===== src/rtl/ldm_stm_seq_pkg.sv =====
// Shared definitions for the LDM/STM block-transfer sequencer:
// sequencer state codes, addressing-mode codes and the latched transfer mode.
package ldm_stm_seq_pkg;

    localparam logic SEQ_IDLE = 1'b0;
    localparam logic SEQ_XFER = 1'b1;

    // Addressing-mode codes on {P,U}
    localparam logic [1:0] AM_DA = 2'b00;
    localparam logic [1:0] AM_IA = 2'b01;
    localparam logic [1:0] AM_DB = 2'b10;
    localparam logic [1:0] AM_IB = 2'b11;

    typedef struct packed {
        logic p;
        logic u;
        logic ldm;
    } xfer_mode_t;

endpackage


===== src/rtl/ldm_stm_seq_lowest_set16.sv =====
// 16-bit priority encoder: index of the lowest set bit, the mask with that bit
// cleared, and empty / at-most-one-bit flags.
module lowest_set16 (
    input  logic [15:0] mask,
    output logic [3:0]  idx,
    output logic [15:0] cleared,
    output logic        zero,
    output logic        le_one
);

    always_comb begin
        idx = 4'd0;
        for (int i = 15; i >= 0; i--) begin
            if (mask[i]) idx = 4'(i);
        end
    end

    assign cleared = mask & (mask - 16'd1);
    assign zero    = (mask == 16'd0);
    assign le_one  = (cleared == 16'd0);

endmodule


===== src/rtl/ldm_stm_seq.sv =====
// Decode-stage LDM/STM sequencer: walks the register list one register per
// advancing cycle and supplies register number, address and write-back offsets.
module ldm_stm_seq
    import ldm_stm_seq_pkg::*;
(
    input  logic        nGCLK,
    input  logic        nRESET,
    input  logic        nWAIT,
    input  logic        ex_enbar,
    input  logic        squash,
    input  logic        ldm,
    input  logic        stm,
    input  logic [15:0] reg_list,
    input  logic        p_bit,
    input  logic        u_bit,
    output logic        seq_active,
    output logic [3:0]  cur_reg,
    output logic        first_xfer,
    output logic        finished,
    output logic [7:0]  addr_offset,
    output logic [7:0]  wb_offset,
    output logic        pc_xfer,
    output logic        empty_list
);

    logic        state_q;
    logic [15:0] remain_q;
    logic [3:0]  k_q;
    logic [4:0]  n_reg_q;
    xfer_mode_t  mode_q;

    logic        idle, instr, advance;
    logic [15:0] work, work_cleared;
    logic [3:0]  cur_idx;
    logic        work_zero, work_le_one;
    logic [4:0]  live_n, n_eff;
    logic [3:0]  k_eff;
    xfer_mode_t  mode;
    logic [7:0]  k4, n4;

    function automatic logic [4:0] popcount16(input logic [15:0] v);
        logic [4:0] sum;
        sum = 5'd0;
        for (int i = 0; i < 16; i++) sum = sum + {4'd0, v[i]};
        return sum;
    endfunction

    assign idle    = (state_q == SEQ_IDLE);
    assign instr   = ldm | stm;
    assign advance = nWAIT & ~ex_enbar & ~squash;
    assign work    = idle ? reg_list : remain_q;
    assign live_n  = popcount16(reg_list);

    lowest_set16 u_lowest (
        .mask    (work),
        .idx     (cur_idx),
        .cleared (work_cleared),
        .zero    (work_zero),
        .le_one  (work_le_one)
    );

    // An empty list behaves architecturally as a 16-word transfer for write-back
    assign k_eff = idle ? 4'd0 : k_q;
    assign n_eff = idle ? ((live_n == 5'd0) ? 5'd16 : live_n) : n_reg_q;
    assign mode  = idle ? '{p: p_bit, u: u_bit, ldm: ldm} : mode_q;
    assign k4    = {2'b00, k_eff, 2'b00};
    assign n4    = {1'b0, n_eff, 2'b00};

    always_comb begin
        addr_offset = 8'd0;
        wb_offset   = 8'd0;
        if (!idle || instr) begin
            unique case ({mode.p, mode.u})
                AM_IA: addr_offset = k4;
                AM_IB: addr_offset = k4 + 8'd4;
                AM_DA: addr_offset = k4 - n4 + 8'd4;
                AM_DB: addr_offset = k4 - n4;
            endcase
            wb_offset = mode.u ? n4 : (8'd0 - n4);
        end
    end

    assign seq_active = ~idle;
    assign cur_reg    = cur_idx;
    assign first_xfer = idle & instr;
    assign finished   = work_le_one | (idle & ~instr);
    assign pc_xfer    = mode.ldm & (cur_idx == 4'd15);
    assign empty_list = first_xfer & work_zero;

    always_ff @(posedge nGCLK or negedge nRESET) begin
        if (!nRESET) begin
            state_q  <= SEQ_IDLE;
            remain_q <= 16'd0;
            k_q      <= 4'd0;
            n_reg_q  <= 5'd0;
            mode_q   <= '0;
        end else if (nWAIT && squash) begin
            state_q  <= SEQ_IDLE;
            remain_q <= 16'd0;
            k_q      <= 4'd0;
            n_reg_q  <= 5'd0;
        end else if (advance) begin
            if (idle) begin
                if (instr && !work_le_one) begin
                    state_q  <= SEQ_XFER;
                    remain_q <= work_cleared;
                    k_q      <= 4'd1;
                    n_reg_q  <= live_n;
                    mode_q   <= mode;
                end
            end else if (work_le_one) begin
                state_q  <= SEQ_IDLE;
                remain_q <= 16'd0;
                k_q      <= 4'd0;
                n_reg_q  <= 5'd0;
            end else begin
                remain_q <= work_cleared;
                k_q      <= k_q + 4'd1;
            end
        end
    end

endmodule

===== config.mk =====
export PLATFORM = sky130hd
export DESIGN_NAME = ldm_stm_seq
export DESIGN_NICKNAME = d
export VERILOG_FILES = /design/src/rtl/ldm_stm_seq_pkg.sv /design/src/rtl/ldm_stm_seq_lowest_set16.sv /design/src/rtl/ldm_stm_seq.sv
export SDC_FILE = /design/constraint.sdc
export NUM_CORES = 1
export LEC_CHECK = 0
export BUFFER_PORTS_ARGS = -buffer_cell sky130_fd_sc_hd__clkbuf_2
export CAP_MARGIN = 20
export CORE_MARGIN = 3
export CORE_UTILIZATION = 58
export DETAILED_ROUTE_END_ITERATION = 8
export PLACE_DENSITY = 0.82
export SYNTH_ARGS = -nofsm -noshare
export SYNTH_HDL_FRONTEND = slang
export SYNTH_HIERARCHICAL = 1
export SYNTH_SLANG_ARGS = --single-unit
export TNS_END_PERCENT = 10

===== constraint.sdc =====
create_clock -name nGCLK -period 8.2 [get_ports nGCLK]
set_input_delay 0.82 -clock nGCLK [delete_from_list [all_inputs] [get_ports nGCLK]]
set_output_delay 0.82 -clock nGCLK [all_outputs]
set_load 0.02 [all_outputs]

-- Yosys cells after proc, flatten, opt, wreduce, memory -nomap -nowiden
Index checks and enable logic that the tools add are counted.
- flip-flop bits (word level): 29
- input port bits: 25
- output and inout bits: 25
- word-level logic and storage cells: 105
- add/sub/neg operators: 21
- equal/unequal tests: 5
- mux-type cells: 45
- bitwise operators: 14
- reductions and logical operators: 13
- operator list (operator ; count):
    16-bit 2-to-1 mux ; 6
    4-bit 2-to-1 mux ; 22
    5-bit by 1-bit adder with 5-bit output ; 11
    5-bit 2-to-1 mux ; 7
    16-bit zero test ; 2
    8-bit case mux with 4 select lines ; 1
    8-bit 2-to-1 mux ; 3
    16-bit bitwise AND ; 1
    16-bit by 1-bit subtractor with 16-bit output, second input constant ; 1
    8-bit by 3-bit adder with 8-bit output, second input constant ; 1
    1-bit by 7-bit subtractor with 8-bit output, first input constant ; 1
    6-bit by 7-bit subtractor with 8-bit output ; 1
    6-bit by 3-bit adder with 7-bit output, second input constant ; 1
    1-bit bitwise AND ; 6
    4-bit by 1-bit adder with 5-bit output ; 1
    5-bit zero test ; 1
    1-bit 2-to-1 mux ; 5
    1-bit NOT ; 5
    3-bit by 1-bit adder with 4-bit output ; 1
    4-bit by 1-bit adder with 4-bit output, second input constant ; 1
    2-bit == test, second input constant ; 2
    4-bit == test, second input constant ; 1
    4-bit AND reduction ; 1
    2-bit by 1-bit adder with 3-bit output ; 1
    other kinds (13) ; 15

-- Longest topological paths before layout
Gate-level depths: netlist (run 1).
- depth after elaboration: 22
- gate-level depth with buffers: 19

-- Cells and area by module
The synthesis (run 1) kept the hierarchy.
- modules (own cells, without submodules) (module ; instances ; cells each ; area an instance (um^2)):
    ldm_stm_seq ; 1 ; 338 ; 2560.0
    lowest_set16 ; 1 ; 80 ; 515.5

-- Least setup slack after synthesis (run 1)
OpenSTA, ideal clock, no wires.
- path type: in2out
- from: input reg_list[0]
- to: output addr_offset[6]
- arrival: 5.640 ns
- slack: 1.740 ns
- stages: 17
- buffers on the path: 0
- cells stage by stage: inv_1 -> fa_1 -> fa_1 -> fa_1 -> fa_1 -> inv_1 -> ha_1 -> fa_1 -> mux2i_1 -> inv_1 -> fa_1 -> nand2b_1 -> a21o_1 -> a221oi_1 -> o311ai_2 -> xnor2_1 -> o22ai_1
- word-level cells in the longest chain between the ends: 22
- ends and longest elaborated chain (element ; line ; source):
    from (decl) ; ldm_stm_seq.sv:13 ; input logic [15:0] reg_list,
    1-bit by 1-bit adder with 2-bit output * ; ldm_stm_seq.sv:44 ; for (int i = 0; i < 16; i++) sum = sum + {4'd0, v[i]};
    2-bit by 1-bit adder with 3-bit output * ; ldm_stm_seq.sv:44 ;
    3-bit by 1-bit adder with 4-bit output * ; ldm_stm_seq.sv:44 ;
    4-bit by 1-bit adder with 5-bit output * ; ldm_stm_seq.sv:44 ;
    5-bit by 1-bit adder with 5-bit output * (11 in series) ; ldm_stm_seq.sv:44 ;
    5-bit zero test ; ldm_stm_seq.sv:64 ; assign n_eff = idle ? ((live_n == 5'd0) ? 5'd16 : live_n) : n_reg_q;
    5-bit 2-to-1 mux * (2 in series) ; ldm_stm_seq.sv:64 ;
    6-bit by 7-bit subtractor with 8-bit output * ; ldm_stm_seq.sv:76, ldm_stm_seq.sv:77 ;
    8-bit by 3-bit adder with 8-bit output ; ldm_stm_seq.sv:76 ; AM_DA: addr_offset = k4 - n4 + 8'd4;
    8-bit case mux with 4 select lines * ; ldm_stm_seq.sv:73 ; unique case ({mode.p, mode.u})
    8-bit 2-to-1 mux * ; ldm_stm_seq.sv:72 ; if (!idle || instr) begin
    to (decl) ; ldm_stm_seq.sv:20 ; output logic [7:0] addr_offset,
Mark *: on every way between the ends. The rest lies on a longest branch, timed or not.

-- Worst setup path in the final report (run 1)
Ends and elaborated chain as after synthesis.

==> impl_results.md, run 1 <==
* Final Hold Fails at 0
* Worst-path clk slew at 60 ps
* # diodes at 0
* Startpoint types: input pin
* Initial antenna violation count at 0
* Worst hold endpoint: remain_q[10]
* Relative slew slack at 39.6%
* Yosys warnings at 6
* R2R Path End: n_reg_q[0]
* Leakage Power at ~1.6 nW
* CTS buffer count at 5
* Met3 WL at 410 um
* Worst min path class: flip-flop to flip-flop
* Status: complete, no violations
* Largest family of logic cells by synthesized area: simple AND/OR/NAND/NOR gates
* R2R setup slack at about 3700 ps
* Post-synthesis cell type count at 60
* Initial core utilization at 62.6%
* Vias in the first global route at 2772
* Fraction of registers with async set or reset after synthesis at 100%
* Gpl congestion at 0.912
* Max Used Layer: met4
* Power Density at 340 nW/um^2
* Setup WS pre-CTS at 1400 ps
* EDFF count, synth at 0
* Die X at roughly 80 um
* Post-synthesis compound-gate area fraction at 23.1%
* WL/cell at 15.3 um
* Nets@finish at 505
* Cells after synthesis at 418
* CTS tree: yes
* Post-Synth Adder-Cell Area at 12.4%
* Final WL at 8010 um
* Net Sw Frac at between 50% and 60%
* Initial drt markers at ~210
* Hold buffers post-CTS at 0
* Worst R2R Start: seq_active
* Global route total overflow at 0
* CP required at 7380 ps
* Yosys reg bits at 29
* Final setup TNS at 0 ps
* Via density at 5.79
* Routed Antenna Nets at 0
* Die span in y at 78.8 um
* Clk root buf: clkbuf_8
* Largest net degree at the start of global routing at 40
* Post-synthesis mux area share at roughly 3%
* Area growth syn-to-layout at 11.5%
* Fmax at 0.147 GHz
* Post-Route Skew at 6.82 ps
* Routed via count at 3033
* Worst skew pair latency at 300 ps
* Logic gate share of total power at 70.9%
* Final worst path period need at 6820 ps
* Xor/xnor share of the synthesized area at 2.85%
* Peak VDD IR at 255 uV
* I/O pins at 50
* WHS Path Cells at 2
* Hpwl dp at 6160 um
* Post-CTS Setup Bufs at 0
* Crit Path Max Fanout at 5
* CTS sink cnt at 29
* Period utilisation layout at roughly 83%
* Post-Syn Area at 3080 um^2
* First-pass GRT wire length at 13400 um
* Row count at 25
* Crit path arrival time at 6000 ps
* Switch Pwr at 0.000606 W
* Mapped Avg Cell Area at 7.36 um^2
* Final Worst Setup Slack at 1380 ps
* Final Cell Area at around 3400 um^2
* WL met1 at 3650 um
* Length in cells of the worst reg-to-reg path at 12
* Register area share after synthesis at 23.6%
* CP Class: input pin to output pin
* Gr usage total at 27.2%
* # DRC at 0
* Clock share of power at 11.9%
* CTS H-tree depth at 2
* Simple-Gate Fraction of Synth Area at 25.5%
* Final setup vio count at 0
* IO Port Bufs at 45
* Routed met2 length at 3830 um
* Min-delay src: remain_q[10]
* Max-cap violations at 0
* CP Capture Type: output pin
* Die area at about 6200 um^2
* DRT Pass-1 Iters at 5
* Share of layout cells above drive strength 1 at 16.8%
* Power share of the sequential group at 17.2%
* RSZ-0062 raised after global routing: false
* Final-report max-slew violation count at 0
* Worst slew pin tran at between 800 and 900 ps
* Core Area at about 5000 um^2
* Total of cells resized after clock tree synthesis at 0
* Dpl cell area at 3320 um^2
* Max clock buf depth at 2
* Cell Int Power at 0.000559 W
* Synth Flop Type: dfrtp_1
[placed cells by master (no fill, tap or decap), types with 11 or more instances in the layout]
cell and instances:
a21oi_1 13, clkbuf_2 45, dfrtp_1 29, fa_1 11, ha_1 13, inv_1 39
nand2_1 81, nor2_1 40, o21ai_0 36, o21ai_1 18
[power groups by stage]
stage                     Clock (W)  Combinational (W)  Sequential (W)
after floorplan                   0           0.000628        0.000192
final                      0.000138           0.000826        0.000201
after detailed placement          0           0.000811        0.000203
after CTS                  0.000140           0.000818        0.000200
after global routing       0.000145           0.000920        0.000206
after global placement            0           0.000795        0.000201
[metrics by stage]
stage | instances | util [%] | hold WS, ps | power (W)
3_5_place_dp | 515 | 67.6 | 476 | 0.00101
2_1_floorplan | 421 | - | 444 | 0.000820
5_1_grt | 524 | 69.8 | 509 | 0.00127
4_1_cts | 523 | 69.7 | 491 | 0.00116
6_report | 524 | 69.8 | 486 | 0.00116
3_3_place_gp | 515 | 67.6 | 458 | 0.000996
[final cells by class]
class | count | area (um^2)
clock inverter | 1 | 5.00
sequential | 29 | 726
tap | 67 | 83.8
timing repair buffer | 53 | 283
clock buffer | 7 | 96.3
fill | 447 | 1480
inverter | 40 | 150
multi-input combinational | 327 | 2080
[registers in the layout (all words and copies together), names as in the netlist]
register    flops
remain_q       16
k_q             4
mode_q          3
seq_active      1
n_reg_q         5
[worst max-delay path, cell delays in order]
cell,delay (ps)
clkbuf_2,80
inv_1,60
fa_1,580
fa_1,440
fa_1,480
fa_1,490
inv_1,40
ha_1,190
fa_1,490
mux2i_1,370
inv_1,110
fa_1,430
nand2b_1,190
a2111oi_0,450
a221oi_1,180
o311ai_2,140
xnor2_1,120
o22ai_1,150
clkbuf_2,190
[cells by family (layout without fill, tap and decap cells)]
kind of cell / Yosys count / after routing
buf+inv: 65 / 101
simple gates: 165 / 165
xor+xnor: 10 / 10
other cells: 2 / 5
mux: 9 / 9
fa+ha+maj: 24 / 24
compound gates: 114 / 114
flops: 29 / 29
[routing by layer]
metal / up-vias / GRT usage [%]
met5: - / 0
met4: 0 / 8.76
met3: 11 / 4.20
met2: 123 / 44.1
met1: 1407 / 37.3
li1: 1492 / -
[cell usage after synthesis (3+ instances only)]
cell type / number / area [um^2]
a211o_1: 5 / 43.8
a211oi_1: 3 / 22.5
a21boi_0: 3 / 22.5
a21oi_1: 13 / 65.1
a22oi_1: 3 / 22.5
a31oi_1: 5 / 31.3
and2_1: 5 / 31.3
buf_2: 8 / 40.0
buf_4: 5 / 37.5
clkbuf_1: 10 / 37.5
dfrtp_1: 29 / 726
fa_1: 11 / 220
ha_1: 13 / 163
inv_1: 39 / 146
mux2_2: 4 / 45.0
mux2i_1: 5 / 50.1
nand2_1: 81 / 304
nand2b_1: 4 / 25.0
nand4_1: 3 / 18.8
nor2_1: 40 / 150
nor2b_1: 3 / 18.8
nor3_1: 7 / 35.0
nor4_1: 4 / 25.0
nor4_4: 3 / 63.8
o21a_1: 4 / 30.0
o21ai_0: 36 / 180
o21ai_1: 19 / 95.1
o31ai_1: 3 / 22.5
xnor2_1: 4 / 35.0
xor2_1: 6 / 52.6
[how the worst max path moves through the flow]
| stage | startpoint | end | slack (ps) | depth (start not counted) |
|---|---|---|---|---|
| CTS | reg_list[0] | addr_offset[6] | 1380 | 19 |
| finish | reg_list[0] | addr_offset[6] | 1380 | 19 |
| global route | reg_list[0] | addr_offset[6] | 970 | 19 |
| global placement | reg_list[0] | addr_offset[6] | 1490 | 19 |
| floorplan | reg_list[0] | addr_offset[6] | 1740 | 17 |
| detailed placement | reg_list[0] | addr_offset[6] | 1400 | 19 |
Power figures use the tool's default switching activity.
==> run 2, diff against run 1 <==
--- a/config.mk
+++ b/config.mk
@@ -8,9 +8,9 @@
 export BUFFER_PORTS_ARGS = -buffer_cell sky130_fd_sc_hd__clkbuf_2
 export CAP_MARGIN = 20
 export CORE_MARGIN = 3
-export CORE_UTILIZATION = 58
+export CORE_UTILIZATION = 52
 export DETAILED_ROUTE_END_ITERATION = 8
-export PLACE_DENSITY = 0.82
+export PLACE_DENSITY = 0.77
 export SYNTH_ARGS = -nofsm -noshare
 export SYNTH_HDL_FRONTEND = slang
 export SYNTH_HIERARCHICAL = 1
==> constraint.sdc (replaced) <==
create_clock -name nGCLK -period 5.6 [get_ports nGCLK]
set_input_delay 0.56 -clock nGCLK [delete_from_list [all_inputs] [get_ports nGCLK]]
set_output_delay 0.56 -clock nGCLK [all_outputs]
set_load 0.02 [all_outputs]
==> run 2 against run 1 <==
  * Wire length shrank 2.5%
  * The flow now finishes with violations (negative setup slack)
  * Core utilization shrank 4.9 points
  * Clock-buffer cell count is the same
  * Combinational power grew 84%
  * Clock skew is essentially flat
==> impl_results.md, run 2 (synthesis gave the netlist of run 1 again) <==
* Gr usage total at 23.7% (-3.5 points)
* CTS tree: yes
* Reg with most FFs: remain_q
* Final setup vio count at 4 (+4)
* Row count at 27 (+8.0%)
* Worst slew pin tran at 1050 ps (+151 ps)
* Crit path arrival time at 5260 ps (-740 ps)
* Die span in y at 82.9 um (+5.2%)
* Die X at 82.9 um (+5.2%)
* Global route total overflow at 0 (unchanged)
* CP Class: input pin to output pin
* Most frequent cells in the layout: 80 x nand2_1, 40 x nor2_1, 39 x clkbuf_2, 35 x o21ai_0, 34 x inv_1
* Vias in the first global route at 3005 (+8.4%)
* Filler Cell Count at 486 (+8.7%)
* First-pass GRT wire length at 13700 um (+2.1%)
* Worst skew pair latency at 280 ps (-20 ps)
* # DRC at 0 (unchanged)
* Max clock buf depth at 2 (unchanged)
* Cell count after placement at 536 (+4.1%)
* Clk root buf: clkbuf_8
* Final Worst Setup Slack at -219 ps (-1590 ps)
* Area growth syn-to-layout at 18.4%
* Multi-input logic area at 2140 um^2 (+2.7%)
* Status: complete, but fails checks
* Final WL at 7820 um (-2.5%)
* Final-report max-slew violation count at 0 (unchanged)
* Peak VDD IR at 274 uV (+7.6%)
* Relative slew slack at 29.4% (-10 points)
* # diodes at 0 (unchanged)
* Gpl congestion at 0.898 (-1.5%)
* Initial antenna violation count at 0 (unchanged)
* Worst min path class: input pin to asynchronous set/reset pin
* Largest regs: remain_q (16), n_reg_q (5), k_q (4)
* Leakage Power at 1.73 nW (+5.5%)
* CTS sink cnt at 29 (unchanged)
* Final Hold Fails at 0 (unchanged)
* Design Power at 0.00201 W (+73%)
* Final worst path period need at 5820 ps
* Final hold slack at 337 ps (-150 ps)
* Commonest non-fill, non-tap cell in the layout: nand2_1
* Fmax at 0.172 GHz
* Via density at 5.61 (-3.2%)
* Hpwl dp at 5960 um (-3.1%)
* IO Port Bufs at 45 (unchanged)
* Largest net degree at the start of global routing at 40 (unchanged)
* Violated checks: negative setup slack
* Final Instance Count excl. Fillers at 545 (+4.0%)
* RSZ-0062 raised after global routing: true
* Crit Path Max Fanout at 3 (-2)
* Max FFs per register at 16 (unchanged)
* Nets@finish at 521 (+3.2%)
* Period utilisation layout at 104%
* Power Density at 552 nW/um^2 (+63%)
* Final setup TNS at -507 ps (-507 ps)
* CTS buffer count at 5 (unchanged)
* CP Capture Type: output pin
* CP required at 5040 ps (-2340 ps)
* Initial drt markers at 182 (-13%)
* Share of layout cells above drive strength 1 at 23.0% (+6.2 points)
* I/O pins at 50 (unchanged)
* Startpoint types: input pin
* CTS H-tree depth at 2 (unchanged)
* WL/cell at 14.3 um (-6.2%)
* Setup WS pre-CTS at -315 ps (-1720 ps)
* Core Area at 5610 um^2 (+14%)
* Post-Route Skew at 7.24 ps (+0.414 ps)
* Die area at 6870 um^2 (+11%)
* Routed via count at 3055 (+0.73%)
* Routed Antenna Nets at 0 (unchanged)
* Reg area at 726 um^2 (unchanged)
* Initial core utilization at 54.8% (-7.8 points)
* Max-cap violations at 0 (unchanged)
* DRT Pass-1 Iters at 5 (unchanged)
* Worst-path clk slew at 70 ps (about the same)
[run 2: cell types whose count changed in the layout (fill, tap and decap cells not counted), sizes merged]
| cell | delta |
|---|---|
| buf | +18 |
| clkbuf | -2 |
[run 2: through the flow]
step	cell area, um^2	util (%)
floorplan	3120	-
CTS	3620	64.6
finish	3640	64.9
detailed placement	3480	62.1
global route	3640	64.9
global placement	3480	62.1
[run 2: area by class of cell]
cell class / instances / area share [%]
clock inverter: 1 / 0.137
inverter: 40 / 4.19
sequential: 29 / 19.9
timing repair buffer: 69 / 11.8
clock buffer: 7 / 2.65
tap: 72 / 2.47
multi-input combinational: 327 / 58.8
[run 2: final timing paths]
kind                        startpoint  slack, ps        endpoint  depth (start not counted)
hold reg to reg            remain_q[7]        490     remain_q[7]                          2
max in group asynchronous       nRESET       4770       mode_q[1]                          1
hold / removal                  nRESET        340    remain_q[11]                          1
setup reg to reg            seq_active       1160      n_reg_q[2]                         11
min in group nGCLK         remain_q[7]        490     remain_q[7]                          2
setup / recovery           reg_list[9]       -220  addr_offset[6]                         19
[run 2: metal layers]
metal	routed length, um	share of wire, %	track usage [%]
met5	0	0	0
met4	105	1.3	6.24
met3	357	4.6	4.37
met2	3590	46	38.3
met1	3760	48	32.5
[run 2: worst max-delay path, stage by stage]
cell and delay, ps:
clkbuf_2 80, inv_2 40, fa_1 540, fa_1 440
fa_1 490, fa_1 490, inv_1 40, ha_2 170
fa_1 470, mux2i_2 220, inv_1 80, fa_2 340
nand2b_4 160, a21o_1 190, a221oi_2 250, o311ai_2 180
xnor2_1 170, o22ai_2 160, clkbuf_8 170
[run 2: what timing repair did]
action / in CTS / in global routing
buffers inserted: 1 / 0
pin swaps: 10 / 5
setup endpoints to repair: 5 / 6
gates resized for setup: 9 / 11
endpoints found under the hold margin: 0 / 0
hold buffers: 0 / 0
[run 2: where the power goes]
group	switching [W]	internal (W)	total, W
clock	0.0000821	0.000111	0.000193
sequential	0.0000407	0.000255	0.000296
combinational	0.000847	0.000675	0.00152
total	0.000970	0.00104	0.00201
==> run 3, diff against run 2 <==
==> constraint.sdc (replaced) <==
create_clock -name nGCLK -period 5.6 [get_ports nGCLK]
set_input_delay 0.56 -clock nGCLK [delete_from_list [all_inputs] [get_ports nGCLK]]
set_output_delay 0.56 -clock nGCLK [all_outputs]
set_load 0.1 [all_outputs]
==> run 3 against run 2 <==
  * The flow still finishes with violations (negative setup slack)
  * Critical path depth did not move
  * Design area rose by 7.0%
  * First-iteration DRC count rose by 10%
  * Sequential cell count did not move
  * Wire length rose by 3.8%
  * Global-route usage rose by 0.83 points
  * Worst setup slack got worse by 150 ps
  * Non-clock buffer count rose by 4
  * Critical endpoint unchanged
==> impl_results.md, run 3 (synthesis gave the netlist of run 1 again) <==
* Largest regs: remain_q (16), n_reg_q (5), k_q (4)
* Clk root buf: clkbuf_8
* First-pass GRT wire length at 14100 um (+3.3%)
* Filler Cell Count at 489 (+0.62%)
* Worst skew pair latency at 290 ps (about the same)
* Final Worst Setup Slack at -369 ps (-150 ps)
* Final setup vio count at 5 (+1)
* WL/cell at 14.8 um (+3.0%)
* Status: complete, but fails checks
* Die area at 6870 um^2 (unchanged)
* Hpwl dp at 6330 um (+6.1%)
* CTS tree: yes
* Core Area at 5610 um^2 (unchanged)
* IO Port Bufs at 45 (unchanged)
* Vias in the first global route at 3026 (+0.70%)
* Via density at 5.62 (+0.25%)
* Initial core utilization at 54.8% (unchanged)
* Most frequent cells in the layout: 81 x nand2_1, 35 x inv_1, 35 x nor2_1, 35 x o21ai_0, 35 x clkbuf_2
* DRT Pass-1 Iters at 4 (-1)
* Initial drt markers at 201 (+10%)
* # diodes at 0 (unchanged)
* Launch point of the worst path: reg_list[13]
* R2R setup slack at 1140 ps (-20 ps)
* CTS buffer count at 5 (unchanged)
* Post-CTS Setup Bufs at 0 (-1)
* Cell count after placement at 539 (+0.56%)
* Fmax at 0.168 GHz (-2.5%)
* CTS sink cnt at 29 (unchanged)
* Crit Path Max Fanout at 3 (unchanged)
* Crit path arrival time at 5410 ps (+150 ps)
* # DRC at 0 (unchanged)
* Routed via count at 3085 (+0.98%)
* Commonest non-fill, non-tap cell in the layout: nand2_1
* Startpoint types: input pin
* Global route total overflow at 0 (unchanged)
* Nets@finish at 525 (+0.77%)
* Final Util at 69.5% (+4.6 points)
* Max clock buf depth at 2 (unchanged)
* Violated checks: negative setup slack
* Final Hold Fails at 0 (unchanged)
* Final-report max-slew violation count at 0 (unchanged)
* R2R Path End: remain_q[4]
* Gr usage total at 24.5% (+0.83 points)
* Max-cap violations at 0 (unchanged)
* CP Capture Type: output pin
* Routed Antenna Nets at 0 (unchanged)
* Final setup TNS at -1180 ps (-669 ps)
* Initial antenna violation count at 0 (unchanged)
* Post-Route Skew at 6.15 ps (-1.09 ps)
* CP Class: input pin to output pin
* Share of layout cells above drive strength 1 at 26.2% (+3.2 points)
* Worst R2R Start: seq_active
* Relative slew slack at 27.8% (-1.7 points)
* RSZ-0062 raised after global routing: true
* Die span in y at 82.9 um (unchanged)
* Dpl cell area at 3740 um^2 (+7.3%)
* Worst slew pin tran at 1070 ps (+24.6 ps)
* Die X at 82.9 um (unchanged)
* CP required at 5040 ps (about the same)
* Worst-path clk slew at 70 ps (about the same)
* Final Cell Area at 3900 um^2 (+7.0%)
* Final worst path period need at 5970 ps (+150 ps)
* Row count at 27 (unchanged)
* Area growth syn-to-layout at 26.7%
* Gpl congestion at 0.890 (-0.86%)
* I/O pins at 50 (unchanged)
* Largest net degree at the start of global routing at 30 (-25%)
* Worst min path class: input pin to asynchronous set/reset pin
* Final WL at 8110 um (+3.8%)
* CTS H-tree depth at 2 (unchanged)
* Reg with most FFs: remain_q
* Period utilisation layout at 107% (+2.7 points)
* Final Instance Count excl. Fillers at 549 (+0.73%)
* Max FFs per register at 16 (unchanged)
* Length in cells of the worst reg-to-reg path at 12 (+1)
[run 3: layer usage]
layer  global-route usage, %  vias up  wire length, um
met2                    40.0      102             3680
li1                        -     1527                -
met5                       0        -                0
met3                    4.37       14              433
met1                    33.3     1442             3860
met4                    6.84        0              146
[run 3: worst max-delay path, cell delays in order]
cell and delay (ps):
clkbuf_2 70, inv_1 50, fa_1 560, fa_1 450, fa_1 480, fa_1 510, inv_2 50, ha_4 150
fa_1 490, mux2i_2 200, inv_1 80, fa_2 340, nand2b_4 160, a21o_1 190, a221oi_2 320, o311ai_4 170
xnor2_2 180, o22ai_4 180, buf_12 200
[run 3: per-stage QoR]
| step | hold slack, ps | setup slack, ps |
|---|---|---|
| detailed placement | 471 | -346 |
| global route | 394 | -573 |
| floorplan | 264 | -454 |
| CTS | 361 | -323 |
| global placement | 462 | -289 |
| finish | 330 | -369 |
[run 3: final cells by class]
class / instances / area, um^2 / area share [%]
inverter: 40 / 150 / 3.85
sequential: 29 / 726 / 18.6
timing repair buffer: 73 / 571 / 14.6
clock buffer: 7 / 96.3 / 2.47
tap: 72 / 90.1 / 2.31
clock inverter: 1 / 5.00 / 0.128
multi-input combinational: 327 / 2260 / 58.0
[run 3: worst max path at each step]
stage	to
2_1_floorplan	addr_offset[6]
3_3_place_gp	addr_offset[6]
3_5_place_dp	addr_offset[6]
4_1_cts	addr_offset[6]
5_1_grt	addr_offset[6]
6_report	addr_offset[6]
[run 3: timing repair]
item / CTS / global route
resized for setup: 2 / 9
hold buffers: 0 / 0
gates cloned: 0 / 0
pin swaps: 6 / 7
setup endpoints to repair: 5 / 7
Power of run 3 is left out: the tool's default activity adds up to more than one toggle a clock period on the data nets, which glitch-free logic cannot reach.
